## src/rtl/alu_share_arb.sv

```systemverilog
// Arbitrates two requesters onto one shared combinational ALU: accept, execute, hold response.
// Define ALU_ARB_RR_EN for round-robin arbitration; otherwise requester 0 always wins contention.
module alu_share_arb (
   input  logic        clk,
   input  logic        rst_n,
   input  logic        req0_valid,
   output logic        req0_ready,
   input  logic [1:0]  req0_op,
   input  logic [5:0]  req0_fuc,
   input  logic [31:0] req0_a,
   input  logic [31:0] req0_b,
   input  logic        req1_valid,
   output logic        req1_ready,
   input  logic [1:0]  req1_op,
   input  logic [5:0]  req1_fuc,
   input  logic [31:0] req1_a,
   input  logic [31:0] req1_b,
   output logic        rsp0_valid,
   input  logic        rsp0_ready,
   output logic        rsp1_valid,
   input  logic        rsp1_ready,
   output logic [31:0] rsp_result,
   output logic        rsp_zero,
   output logic        rsp_carry,
   output logic        rsp_ovf,
   output logic [1:0]  alu_op,
   output logic [5:0]  alu_fuc,
   output logic [31:0] alu_a,
   output logic [31:0] alu_b,
   input  logic [31:0] alu_result,
   input  logic        alu_zero,
   input  logic        alu_carry,
   input  logic        alu_ovf,
   output logic        busy
);

   typedef enum logic [1:0] {IDLE = 2'd0, EXEC = 2'd1, RESP = 2'd2} state_t;

   state_t      state_q, state_d;
   logic        owner_q, owner_d;
   logic [1:0]  op_q, op_d;
   logic [5:0]  fuc_q, fuc_d;
   logic [31:0] a_q, a_d;
   logic [31:0] b_q, b_d;
   logic [31:0] result_q, result_d;
   logic        zero_q, zero_d;
   logic        carry_q, carry_d;
   logic        ovf_q, ovf_d;
   logic        grant;
   logic        accept;
`ifdef ALU_ARB_RR_EN
   logic        rr_last_q, rr_last_d;
`endif

   // grant selects requester 1 when high; only meaningful while some request is valid
   always_comb begin
`ifdef ALU_ARB_RR_EN
      grant = (req0_valid && req1_valid) ? ~rr_last_q : ~req0_valid;
`else
      grant = ~req0_valid;
`endif
   end

   // Ready is gated by rst_n so that reset silences the handshake without waiting for a clock
   assign req0_ready = rst_n && (state_q == IDLE) && req0_valid && !grant;
   assign req1_ready = rst_n && (state_q == IDLE) && req1_valid && grant;
   assign accept     = req0_ready || req1_ready;

   always_comb begin
      state_d  = state_q;
      owner_d  = owner_q;
      op_d     = op_q;
      fuc_d    = fuc_q;
      a_d      = a_q;
      b_d      = b_q;
      result_d = result_q;
      zero_d   = zero_q;
      carry_d  = carry_q;
      ovf_d    = ovf_q;
`ifdef ALU_ARB_RR_EN
      rr_last_d = rr_last_q;
`endif
      case (state_q)
         IDLE: begin
            if (accept) begin
               owner_d = grant;
               op_d    = grant ? req1_op  : req0_op;
               fuc_d   = grant ? req1_fuc : req0_fuc;
               a_d     = grant ? req1_a   : req0_a;
               b_d     = grant ? req1_b   : req0_b;
               state_d = EXEC;
`ifdef ALU_ARB_RR_EN
               rr_last_d = grant;
`endif
            end
         end
         EXEC: begin
            result_d = alu_result;
            zero_d   = alu_zero;
            carry_d  = alu_carry;
            ovf_d    = alu_ovf;
            state_d  = RESP;
         end
         RESP: begin
            if (owner_q ? rsp1_ready : rsp0_ready) state_d = IDLE;
         end
         default: state_d = IDLE;
      endcase
   end

   always_ff @(posedge clk or negedge rst_n) begin
      if (!rst_n) begin
         state_q  <= IDLE;
         owner_q  <= 1'b0;
         op_q     <= 2'd0;
         fuc_q    <= 6'd0;
         a_q      <= 32'd0;
         b_q      <= 32'd0;
         result_q <= 32'd0;
         zero_q   <= 1'b0;
         carry_q  <= 1'b0;
         ovf_q    <= 1'b0;
`ifdef ALU_ARB_RR_EN
         rr_last_q <= 1'b1;
`endif
      end else begin
         state_q  <= state_d;
         owner_q  <= owner_d;
         op_q     <= op_d;
         fuc_q    <= fuc_d;
         a_q      <= a_d;
         b_q      <= b_d;
         result_q <= result_d;
         zero_q   <= zero_d;
         carry_q  <= carry_d;
         ovf_q    <= ovf_d;
`ifdef ALU_ARB_RR_EN
         rr_last_q <= rr_last_d;
`endif
      end
   end

   assign busy       = (state_q != IDLE);
   assign rsp0_valid = (state_q == RESP) && !owner_q;
   assign rsp1_valid = (state_q == RESP) && owner_q;
   assign rsp_result = result_q;
   assign rsp_zero   = zero_q;
   assign rsp_carry  = carry_q;
   assign rsp_ovf    = ovf_q;
   assign alu_op     = op_q;
   assign alu_fuc    = fuc_q;
   assign alu_a      = a_q;
   assign alu_b      = b_q;

endmodule

```

## config.mk

```make
export PLATFORM = sky130hd
export DESIGN_NAME = alu_share_arb
export DESIGN_NICKNAME = d
export VERILOG_FILES = /design/src/rtl/alu_share_arb.sv
export SDC_FILE = /design/constraint.sdc
export NUM_CORES = 1
export LEC_CHECK = 0
export ABC_AREA = 0
export BUFFER_PORTS_ARGS = -buffer_cell sky130_fd_sc_hd__buf_2
export CAP_MARGIN = 15
export CORE_UTILIZATION = 35
export DETAILED_ROUTE_END_ITERATION = 8
export GPL_ROUTABILITY_DRIVEN = 0
export HOLD_SLACK_MARGIN = 0.1
export PLACE_DENSITY = 0.66
export SYNTH_ARGS = -nofsm -noshare
export SYNTH_HDL_FRONTEND = slang
export SYNTH_SLANG_ARGS = --single-unit
```

## constraint.sdc

```tcl
create_clock -name clk -period 1.75 [get_ports clk]
set_input_delay 0.0875 -clock clk [delete_from_list [all_inputs] [get_ports clk]]
set_output_delay 0.0875 -clock clk [all_outputs]
set_load 0.01 [all_outputs]
```

# == Word-level counts from Yosys, hierarchy flattened ==
# Index checks and enable logic that the tools add are counted.
# op_classes
eq_ne,4
muxes,8
n_bitwise,1
reduce_logical,13
# op_table
operator,count
two-way mux 32 bit,2
logical AND 1 bit,7
two-way mux 2 bit,3
two-way mux 6 bit,1
one-hot mux 2 bit (3 select lines),1
!= test 2 bit (second input constant),2
AND reduction 2 bit,2
== test 2 x 1 -> 1 bit (second input constant),1
== test 2 bit (second input constant),1
zero test 2 bit,1
nonzero test 2 bit,1
zero test 1 bit,1
logical OR 1 bit,1
two-way mux 1 bit,1
inverter 1 bit,1
# word_totals
reg_bits,110
inputBits,185
out_inout_bits,112

# == Longest topological paths before layout ==
# Gate-level depths: netlist of run 1.
# logic_depth
word_depth,7
depth_mapped,5
ltp_nobuf,3

# == Least setup slack after synthesis of run 1 ==
# No wires, ideal clock.
# synth_path
path_kind,register -> register
startpoint,register state_q[0]
endpoint,"register a_q[0], in the netlist alu_a[0]"
arrival_time_ns,1.354
path_slack_ns,0.271
stages_incl_launch_ff,6
n_path_buf,2
synth_period_minus_slack_ns,1.479
path_cell_list,dfrtp_1 -> nor3b_2 -> o21a_2 -> buf_12 -> buf_12 -> mux2_4
# synth_between
elab_chain_cells,6
elab_cells_between_ends,8
classes_between,reduce/logical (8)
# synth_lines
element,line_no,source
from (decl),39,"state_t state_q, state_d;"
from (signal assigned),127,state_q <= state_d;
zero test 2 bit (*),"65, 66, 83",
logical AND 1 bit,"65, 66",
"logical AND 1 bit, on equally long branches (2 in series)","65, 66",
logical OR 1 bit,67,assign accept = req0_ready || req1_ready;
AND reduction 2 bit (no source line) (*),--,
to (signal assigned),117,a_q <= 32'd0;
to (signal assigned),131,a_q <= a_d;
to (decl),43,"logic [31:0] a_q, a_d;"
# Every way passes the cells marked *; elsewhere a longest branch is shown, timed or not.
# A chain may end at the register's enable or synchronous reset.

# == Worst setup path in the final report of run 1 ==
# layout_path
startpoint,register state_q[0]
endpoint,"register a_q[16], in the netlist alu_a[16]"
# Same word-level chain as after synthesis.

==> metrics.md, run 1 <==
| Metric | Value |
|---|---|
| Yosys warnings | `0` |
| Fmax | `591.0 MHz` |
| Iter 0 DRT Violations | `139` |
| Core area | `0.01475 mm^2` |
| CTS tree | `done` |
| Startpoint types | `flop` |
| Buffers on Ports | `296` |
| Clk_lat worst skew | `340 ps` |
| Layout Nets | `915` |
| Top Ports | `297` |
| Pint | `0.008093 W` |
| Synth-to-layout area growth | `56.36%` |
| # diodes | `0` |
| Netlist cell types | `18` |
| Layout fillers | `1,181` |
| Reg power frac | `38.4%` |
| Actual slew at the worst max-slew pin | `619.1 ps` |
| RSZ-0062 raised after global routing | `true` |
| Area leader, netlist | `dfrtp_1` |
| Clock share of power | `17.1%` |
| Final setup viols | `0` |
| Worst-path clk slew | `80 ps` |
| Vias in the first global route | `4,647` |
| Top area cells in the synthesized netlist | `dfrtp_1, mux2_2, mux2_4` |
| 1st-pass router iterations | `4` |
| Most frequent cells in the layout | `buf_2, dlygate4sd3_1, mux2_2, dfrtp_1, mux2_4` |
| Initial Util | `36.41%` |
| Met3 Routed Length | `682 um` |
| Crit-path max FO | `38` |
| GRT Util Overall | `18.53%` |
| Initial antenna violation count | `0` |
| M1 wire length | `5700 um` |
| Worst vdd ir | `0.9179 mV` |
| Top-area cell type share of the netlist area | `51.23%` |
| Clock root buffer | `clkbuf_16` |
| Final Critical Period | `1692 ps` |
| Switching share of total power | `32.30%` |
| Mean Syn Cell Area | `16.63 um^2` |
| Largest net degree at the start of global routing | `111` |
| Post-Syn Area | `0.005373 mm^2` |
| Gate power share | `44.5%` |
| Slew Limit Headroom | `58.73%` |
| Syn nets | `508` |
| Die extent in y | `125.9 um` |
| First-pass GRT wire length | `23,200 um` |
| Mapped Cells | `323` |
| Wire length on met2 | `7549 um` |
| DR DRC count | `0` |
| Die Span X | `125.9 um` |
| Clk buf depth | `2` |
| WHS | `112.6 ps` |
| Arr. time, crit path | `1920 ps` |
| Period utilization | `96.69%` |
| Commonest non-fill, non-tap cell in the layout | `buf_2` |
| Clk sink count | `110` |
| Total chip power | `0.01195 W` |
| Rows | `44` |
| Vias/cell | `4.551` |
| Final Max Tran Viols | `0` |
| Dpl hpwl | `9406 um` |
| Kind of critical path | `flop to flop` |
| ANT nets after route | `0` |
| Setup crit end kind | `flop` |
| Routed len/inst | `15.54 um` |
| Routed via count | `4,182` |
| Req. time, crit path | `1980 ps` |
| Status | `completed` |
| Critical path launch point | `state_q[0]` |
| WL final | `14,280 um` |
| Post-synthesis sequential area ratio | `51.23%` |
| Net Switching | `0.003861 W` |
| Clock Skews | `10.18 ps` |
| LEAKAGE | `4.132 nW` |
| Ratio of cells with drive above 1 in the final layout | `68.16%` |
| Worst min-delay path category | `primary input to flop` |
| Gr ovfl total | `0` |
| HP Start | `req1_a[29]` |
| Pwr dens | `1423 mW/mm^2` |
| Flops & latches, synth | `110` |
| Reg-to-Reg Start | `state_q[0]` |
| Uppermost routed layer | `met4` |
| Max-cap violations | `0` |
| H-tree levels | `3` |
| DIE AREA | `0.01585 mm^2` |
| Fin. Hold Viols | `0` |
| Inserted Clock Buffers | `9` |
-- power by group through the flow --
stage	logic, W	registers [W]	clock network [W]
finish	0.00532	0.00459	0.00205
CTS	0.00534	0.00458	0.00213
global placement	0.00499	0.00457	0
detailed placement	0.00513	0.00457	0
floorplan	0.00263	0.00514	0
global route	0.00568	0.00477	0.00225
-- final timing paths --
path	slack (ps)	endpoint	depth (start not counted)
max	60	alu_a[16]	4
min	110	alu_a[29]	3
max reg2reg	60	alu_a[16]	4
min reg2reg	500	rsp_result[7]	1
max in group asynchronous	870	rsp_result[20]	3
min in group asynchronous	370	alu_a[1]	3
-- metal layers --
metal  global-route usage (%)  vias up
li1                         -     1963
met1                    21.17     2020
met2                    33.99      173
met3                    2.931       26
met4                    8.221        0
met5                        0        -
-- metrics by stage --
stage / cell area (um^2) / util, % / TNS [ps] / instances / setup slack [ps]
2_1_floorplan: 5373 / - / 0 / 323 / 271.4
3_5_place_dp: 6964 / 47.20 / 0 / 790 / 72.97
3_3_place_gp: 6964 / 47.20 / 0 / 790 / 134.9
4_1_cts: 8383 / 56.82 / 0 / 918 / 52.30
5_1_grt: 8401 / 56.94 / -10.44 / 919 / -10.44
6_report: 8401 / 56.94 / 0 / 919 / 57.96
-- state kept, by name (all words and copies together) (netlist names) --
signal      count
rsp_zero        1
owner_q         1
rsp_carry       1
alu_a          32
alu_fuc         6
rsp_ovf         1
alu_b          32
alu_op          2
rsp_result     32
state_q         2
-- timing repair --
item                                   CTS  global route
hold buffers                           112             1
endpoints found under the hold margin  189             1
setup endpoints to repair                0             2
gates resized for setup                  0             1
buffers inserted                         0             0
-- cells in the mapped netlist --
cell,instances
mux2_2,111
nand2_1,1
buf_2,4
inv_1,1
a21oi_1,1
buf_6,6
nor2_1,3
nor3b_2,1
buf_12,8
clkbuf_1,1
mux2_4,69
nand2b_1,2
or2_2,1
and2_1,1
o21ai_0,1
o21a_2,1
buf_4,1
dfrtp_1,110
-- worst max-delay path, cell delays in order, from the launching register on --
cell and delay (ps):
dfrtp_1 410, nor3b_2 280, o21a_4 210, buf_16 250, mux2_2 370
-- logic make-up (layout without fill, tap and decap cells) --
family	Yosys count	in the layout	share of synthesized area [%]
mux	180	180	42.55
simple gates	9	9	0.9781
buf+inv	21	433	4.890
flops	110	110	51.23
compound gates	3	3	0.3492
-- area by class of cell --
type                    instances  area (um^2)  share of cell area [%]
repair buffers                416         2753                   32.77
multi-input cells             192         2364                   28.14
well taps                     184        230.2                   2.741
clock buffers                  10        229.0                   2.726
clock inverters                 6        68.82                  0.8192
inverters                       1        3.754                 0.04468
flip-flops and latches        110         2753                   32.77
No activity file was read; power rests on OpenSTA's default activity.
==> run 2, diff against run 1 <==
CAP_MARGIN = 40   (was 15)
clock period = 1.6 ns   (was 1.75 ns; I/O delays follow)
==> metrics.md, run 2 <==
| Metric | Value |
|---|---|
| Post-synth EDFFs | `0 (unchanged)` |
| Syn nets | `508 (unchanged)` |
| Mean Syn Cell Area | `16.63 um^2 (unchanged)` |
| Async set-or-reset flop fraction in the synthesized netlist | `100.0% (unchanged)` |
| Post-Syn Area | `0.005373 mm^2 (unchanged)` |
| Top area cells in the synthesized netlist | `dfrtp_1, mux2_2, mux2_4 (unchanged)` |
| Most frequent cell after synthesis | `mux2_2 (unchanged)` |
| Netlist cell types | `18 (unchanged)` |
| Top-area cell type share of the netlist area | `51.23% (unchanged)` |
| Flops & latches, synth | `110 (unchanged)` |
| Hold Buf Count CTS | `163 (was 112)` |
| Fail Step | `clock tree synthesis (4_1_cts)` |
| Placed insts | `795 (was 790)` |
| Status | `did not finish (was completed)` |
| Rows | `44 (unchanged)` |
| First Err | `[ERROR RSZ-0060] Max buffer count reached.` |
| Dpl hpwl | `9177 um (was 9406 um)` |
| Top Ports | `297 (unchanged)` |
| Commonest cells in the netlist | `mux2_2, dfrtp_1, mux2_4 (unchanged)` |
| Die extent in y | `125.9 um (unchanged)` |
| Mapped Cells | `323 (unchanged)` |
| Clk sink count | `110 (unchanged)` |
| Yosys warnings | `0 (unchanged)` |
| Inserted Clock Buffers | `9 (unchanged)` |
| Area leader, netlist | `dfrtp_1 (unchanged)` |
| Post_cts resized | `0 (unchanged)` |
| Post-synthesis sequential area ratio | `51.23% (unchanged)` |
| Post-CTS setup buffer count | `0 (unchanged)` |
| Buffers on Ports | `296 (unchanged)` |
| Synth Flop Type | `dfrtp_1 (unchanged)` |
| H-tree levels | `3 (unchanged)` |
| Initial Util | `36.41% (unchanged)` |
| Die Span X | `125.9 um (unchanged)` |
| Clk buf depth | `2 (unchanged)` |
| Clock root buffer | `clkbuf_16 (unchanged)` |
[run 2: cell counts after synthesis]
Identical to the previous run, type by type.
[run 2: cell families after synthesis]
logic type | after synthesis | share of synthesized area (%)
mux | 180 | 42.55
flops | 110 | 51.23
buf+inv | 21 | 4.890
simple gates | 9 | 0.9781
compound gates | 3 | 0.3492
[run 2: through the flow]
step                      hold slack [ps]  worst slack [ps]  util [%]  instance area (um^2)
after detailed placement            250.0            -18.93     47.46                  7002
after global placement              246.7             29.16     47.46                  7002
after floorplan                    -215.6             121.4         -                  5373
==> run 3, diff against run 2 <==
CORE_UTILIZATION = 20   (was 35)
HOLD_SLACK_MARGIN = not set   (was 0.1)
PLACE_DENSITY = not set   (was 0.66)
PLACE_DENSITY_LB_ADDON = 0.15   (was not set)
==> metrics.md, run 3 (synthesis results as in run 1) <==
| Metric | Value |
|---|---|
| RSZ-0062 raised after global routing | `true` |
| Routed via count | `3,815` |
| First-pass GRT wire length | `21,850 um` |
| Worst-path clk slew | `70 ps` |
| CTS tree | `done` |
| 1st-pass router iterations | `9` |
| Buffers on Ports | `296 (unchanged)` |
| Initial Util | `20.50% (was 36.41%)` |
| Kind of critical path | `flop to flop` |
| Layout fillers | `2,666` |
| Inserted Clock Buffers | `9 (unchanged)` |
| Met3 Routed Length | `868 um` |
| Register Area | `0.002753 mm^2` |
| Layout Nets | `855` |
| Final setup viols | `0` |
| Vias in the first global route | `4,170` |
| Critical path launch point | `state_q[1]` |
| Net Switching | `0.004302 W` |
| Crit Reg-Reg Endpoint | `alu_a[3]` |
| Commonest non-fill, non-tap cell in the layout | `buf_2` |
| Gr ovfl total | `0` |
| WHS | `62.03 ps` |
| Slew Limit Headroom | `59.58%` |
| Setup crit end kind | `flop` |
| Footprint of the multi-input gates | `0.002377 mm^2` |
| # diodes | `0` |
| Clk sink count | `110 (unchanged)` |
| Failing checks | `DRC` |
| Layout Cells excl Fill | `1,010` |
| Finished Core Util | `30.75%` |
| DIE AREA | `0.02752 mm^2` |
| Clk_lat worst skew | `360 ps` |
| Vias/cell | `3.777` |
| Placed insts | `947 (was 795)` |
| Status | `finished, violations left (was did not finish)` |
| Uppermost routed layer | `met4` |
| Die Span X | `165.9 um (was 125.9 um)` |
| LEAKAGE | `3.929 nW` |
| Routed len/inst | `14.17 um` |
| Top Ports | `297 (unchanged)` |
| Synth-to-layout area growth | `50.00%` |
| Worst vdd ir | `0.5101 mV` |
| Switching share of total power | `32.74%` |
| WL final | `14,320 um` |
| CP max stage delay | `390 ps` |
| Pwr dens | `1630 mW/mm^2` |
| M1 wire length | `6068 um` |
| Final Max Tran Viols | `0` |
| Crit-path max FO | `7` |
| Clk buf depth | `2 (unchanged)` |
| Clock Skews | `9.081 ps` |
| Max-cap violations | `0` |
| Ratio of cells with drive above 1 in the final layout | `76.74%` |
| Largest net degree at the start of global routing | `111` |
| Hold path depth | `3` |
| Dpl hpwl | `10,130 um (was 9177 um)` |
| Iter 0 DRT Violations | `158` |
| Initial antenna violation count | `1` |
| Worst min-delay path category | `primary input to flop` |
| Fmax | `645.3 MHz` |
| Req. time, crit path | `1840 ps` |
| R2R Setup Slk | `50 ps` |
| Fin. Hold Viols | `0` |
| Clock share of power | `16.6%` |
| ANT nets after route | `0` |
| Crit path to | `alu_a[3]` |
| Core area | `0.02621 mm^2` |
| Period utilization | `96.85%` |
| DR DRC count | `18` |
| Worst r2r path cells | `5` |
| H-tree levels | `3 (unchanged)` |
| Gate power share | `45.7%` |
| Pint | `0.008836 W` |
| Reg-to-Reg Start | `state_q[1]` |
| Final Critical Period | `1550 ps` |
| Arr. time, crit path | `1790 ps` |
| Startpoint types | `flop` |
| CP Cell Sequence | `nor3b_2 > o21a_4 > buf_12 > clkbuf_16 > mux2_4` |
| Crit-path slowest cell | `dfrtp_1` |
| Clock root buffer | `clkbuf_16 (unchanged)` |
| Reg power frac | `37.7%` |
| Most frequent cells in the layout | `buf_2, dfrtp_1, mux2_2, mux2_4, dlygate4sd3_1` |
| Actual slew at the worst max-slew pin | `606.3 ps` |
| Die extent in y | `165.9 um (was 125.9 um)` |
| GRT Util Overall | `10.06%` |
| Rows | `59 (was 44)` |
| Wire length on met2 | `7082 um` |
run 3: area by class of cell:
class	count	area share, %
tap	335	5.201
clock inverter	6	0.7142
sequential	110	34.16
timing repair buffer	356	27.54
clock buffer	10	2.841
inverter	1	0.04658
multi-input combinational	192	29.50
run 3: worst min path at each step:
stage,start,end,slack (ps)
detailed placement,rst_n,rsp_result[19],270
global placement,rst_n,rsp_result[19],250
finish,rsp1_ready,state_q[1],60
global route,rsp1_ready,state_q[1],60
CTS,rsp1_ready,state_q[1],50
floorplan,rst_n,alu_a[0],-220
run 3: power groups by stage:
stage | Sequential, W | Combinational (W) | Clock [W]
floorplan | 0.00562 | 0.00287 | 0
global placement | 0.00503 | 0.00562 | 0
detailed placement | 0.00496 | 0.00572 | 0
CTS | 0.00496 | 0.00579 | 0.00232
global route | 0.00515 | 0.00644 | 0.00242
finish | 0.00495 | 0.00601 | 0.00218
run 3: metal layers:
metal,up-vias,global-route usage (%)
met5,-,0
met4,0,4.307
met3,16,2.526
met2,160,17.39
met1,1791,11.80
li1,1848,-
run 3: worst max-delay path, delay by kind of cell (launching register included):
family,cells,cell delay [ps]
compound gates,1,190
flops,1,390
buf+inv,2,310
mux,1,290
simple gates,1,240
run 3: repair_timing:
action	CTS	global route
pin swaps	0	3
hold endpoints to repair	146	0
resized for setup	0	12
buffers inserted	0	4
setup endpoints to repair	1	58
cloned	0	6
hold buffers	37	0
run 3: per-stage QoR:
stage | TNS, ps | instance area (um^2) | total power, W | worst slack (ps)
after floorplan | 0 | 5373 | 0.008496 | 121.4
after detailed placement | 0 | 7186 | 0.01068 | 20.92
after global routing | -1271 | 8059 | 0.01401 | -37.58
after CTS | -2.386 | 7843 | 0.01307 | -2.386
final | 0 | 8059 | 0.01314 | 50.33
after global placement | 0 | 7186 | 0.01065 | 21.78
==> run 4, diff against run 3 <==
clock period = 1.25 ns   (was 1.6 ns; I/O delays follow)
==> metrics.md, run 4 (synthesis results as in run 1) <==
| Metric | Value |
|---|---|
| Rows | `59 (unchanged)` |
| Crit Reg-Reg Endpoint | `alu_a[25] (was alu_a[3])` |
| WHS | `31.78 ps (was 62.03 ps)` |
| Clock Skews | `11.44 ps (was 9.081 ps)` |
| Clk_lat worst skew | `360 ps (about the same)` |
| Startpoint types | `flop (unchanged)` |
| Worst min-delay path category | `primary input to flop (unchanged)` |
| Final setup viols | `114 (was 0)` |
| Layout Cells excl Fill | `1,025 (was 1,010)` |
| Iter 0 DRT Violations | `111 (was 158)` |
| 1st-pass router iterations | `8 (was 9)` |
| Initial antenna violation count | `0 (was 1)` |
| Routed len/inst | `15.41 um (was 14.17 um)` |
| CP Cell Sequence | `nor3b_2 > o21a_4 > buf_12 > clkbuf_16 > mux2_4 (unchanged)` |
| DIE AREA | `0.02752 mm^2 (unchanged)` |
| Vias/cell | `3.848 (was 3.777)` |
| Fmax | `631.2 MHz (was 645.3 MHz)` |
| Die Span X | `165.9 um (unchanged)` |
| Crit-path max FO | `5 (was 7)` |
| Req. time, crit path | `1490 ps (was 1840 ps)` |
| Setup crit end kind | `flop (unchanged)` |
| Top Ports | `297 (unchanged)` |
| Die extent in y | `165.9 um (unchanged)` |
| Buffers on Ports | `296 (unchanged)` |
| DR DRC count | `21 (was 18)` |
| Pwr dens | `2116 mW/mm^2 (was 1630 mW/mm^2)` |
| CP max stage delay | `400 ps (was 390 ps)` |
| Routed via count | `3,944 (was 3,815)` |
| Commonest non-fill, non-tap cell in the layout | `buf_2 (unchanged)` |
| Clock root buffer | `clkbuf_16 (unchanged)` |
| Final Max Tran Viols | `0 (unchanged)` |
| Actual slew at the worst max-slew pin | `454.2 ps (was 606.3 ps)` |
| Total chip power | `0.01775 W (was 0.01314 W)` |
| Worst-path clk slew | `80 ps (was 70 ps)` |
| Clk sink count | `110 (unchanged)` |
| Dpl hpwl | `10,450 um (was 10,130 um)` |
| Failing checks | `DRC, setup timing (was DRC)` |
| H-tree levels | `3 (unchanged)` |
| Clk buf depth | `2 (unchanged)` |
| Vias in the first global route | `4,344 (was 4,170)` |
| Most frequent cells in the layout | `buf_2, dfrtp_1, mux2_2, mux2_4, dlygate4sd3_1 (unchanged)` |
| Endpoint, Worst Hold | `state_q[1] (unchanged)` |
| Worst setup margin | `-334.3 ps (was 50.33 ps)` |
| Crit-path slowest cell | `dfrtp_1 (unchanged)` |
| Final Critical Period | `1584 ps (was 1550 ps)` |
| Hold path depth | `3 (unchanged)` |
| Reg-to-Reg Start | `state_q[1] (unchanged)` |
| Initial Util | `20.50% (unchanged)` |
| Layout Nets | `870 (was 855)` |
| Worst r2r path cells | `5 (unchanged)` |
| Slew Limit Headroom | `69.72% (was 59.58%)` |
| LEAKAGE | `4.082 nW (was 3.929 nW)` |
| Largest net degree at the start of global routing | `84 (was 111)` |
| WL final | `15,800 um (was 14,320 um)` |
| Core area | `0.02621 mm^2 (unchanged)` |
| # diodes | `0 (unchanged)` |
| Synth-to-layout area growth | `56.15% (was 50.00%)` |
| Kind of critical path | `flop to flop (unchanged)` |
| Period utilization | `126.7% (was 96.85%)` |
| CTS tree | `done (unchanged)` |
| Layout fillers | `2,613 (was 2,666)` |
| Max-cap violations | `0 (unchanged)` |
| Placed insts | `951 (was 947)` |
| Arr. time, crit path | `1820 ps (was 1790 ps)` |
| Ratio of cells with drive above 1 in the final layout | `78.12% (was 76.74%)` |
| RSZ-0062 raised after global routing | `true (unchanged)` |
| Critical path launch point | `state_q[1] (unchanged)` |
| R2R Setup Slk | `-330 ps (was 50 ps)` |
| ANT nets after route | `0 (unchanged)` |
| Status | `finished, violations left (unchanged)` |
| Worst vdd ir | `0.6497 mV (was 0.5101 mV)` |
| GRT Util Overall | `11.40% (was 10.06%)` |
| Worst path bufs/invs | `2 (unchanged)` |
| HP Start | `rsp0_ready (was rsp1_ready)` |
| Fin. Hold Viols | `0 (unchanged)` |
| CP delay by family, top | `flip-flops (unchanged)` |
| First-pass GRT wire length | `24,340 um (was 21,850 um)` |
| Inserted Clock Buffers | `9 (unchanged)` |
| Gr ovfl total | `0 (unchanged)` |
[run 4: worst register-to-register path, delay by kind of cell, from the launching register on]
kind	cells	cell delay, ps
flops	1	400
buf+inv	2	320
compound gates	1	220
mux	1	300
simple gates	1	230
[run 4: report_power, final]
group,switching (W),internal (W),leakage (nW)
registers,0.000980,0.00537,1.29
logic,0.00343,0.00513,2.67
clock network,0.00145,0.00139,0.130
[run 4: routing by layer]
| layer | wire [um] | track usage, % | up-vias | part of all wire (%) |
|---|---|---|---|---|
| met3 | 887 | 2.383 | 12 | 5.6 |
| met5 | 0 | 0 | - | 0 |
| met1 | 6819 | 13.70 | 1894 | 43 |
| met2 | 7850 | 19.90 | 162 | 50 |
| li1 | - | - | 1876 | - |
| met4 | 242 | 4.388 | 0 | 1.5 |
[run 4: worst max-delay path by stage]
stage,end,cells past startpoint
after floorplan,alu_a[0],5
after global placement,alu_a[15],4
after detailed placement,alu_a[15],4
after CTS,alu_a[23],5
after global routing,alu_b[14],5
final,alu_a[25],5
[run 4: metrics by stage]
stage | area, um^2 | setup TNS [ps] | utilization [%] | setup WS [ps]
floorplan | 5390 | -16070 | - | -228.0
global placement | 7216 | -25070 | 27.53 | -357.7
detailed placement | 7216 | -26790 | 27.53 | -382.2
CTS | 8269 | -27360 | 31.55 | -325.8
global route | 8389 | -33660 | 32.01 | -396.3
finish | 8389 | -26970 | 32.01 | -334.3
[run 4: layout make-up]
| type | count | area (um^2) | area share [%] |
|---|---|---|---|
| Timing Repair Buffer | 371 | 2517 | 30.01 |
| Clock inverter | 6 | 58.81 | 0.7010 |
| Clock buffer | 10 | 229.0 | 2.729 |
| Sequential cell | 110 | 2753 | 32.81 |
| Multi-Input combinational cell | 192 | 2409 | 28.71 |
| Tap cell | 335 | 419.2 | 4.996 |
| Inverter | 1 | 3.754 | 0.04474 |
[run 4: timing repair]
| item | CTS | global route |
|---|---|---|
| setup buffers | 7 | 6 |
| hold buffers | 37 | 0 |
| setup endpoints to repair | 113 | 114 |
| gates resized for setup | 32 | 7 |
| pin swaps | 1 | 1 |
| gates cloned | 8 | 3 |
| hold endpoints to repair | 63 | 0 |
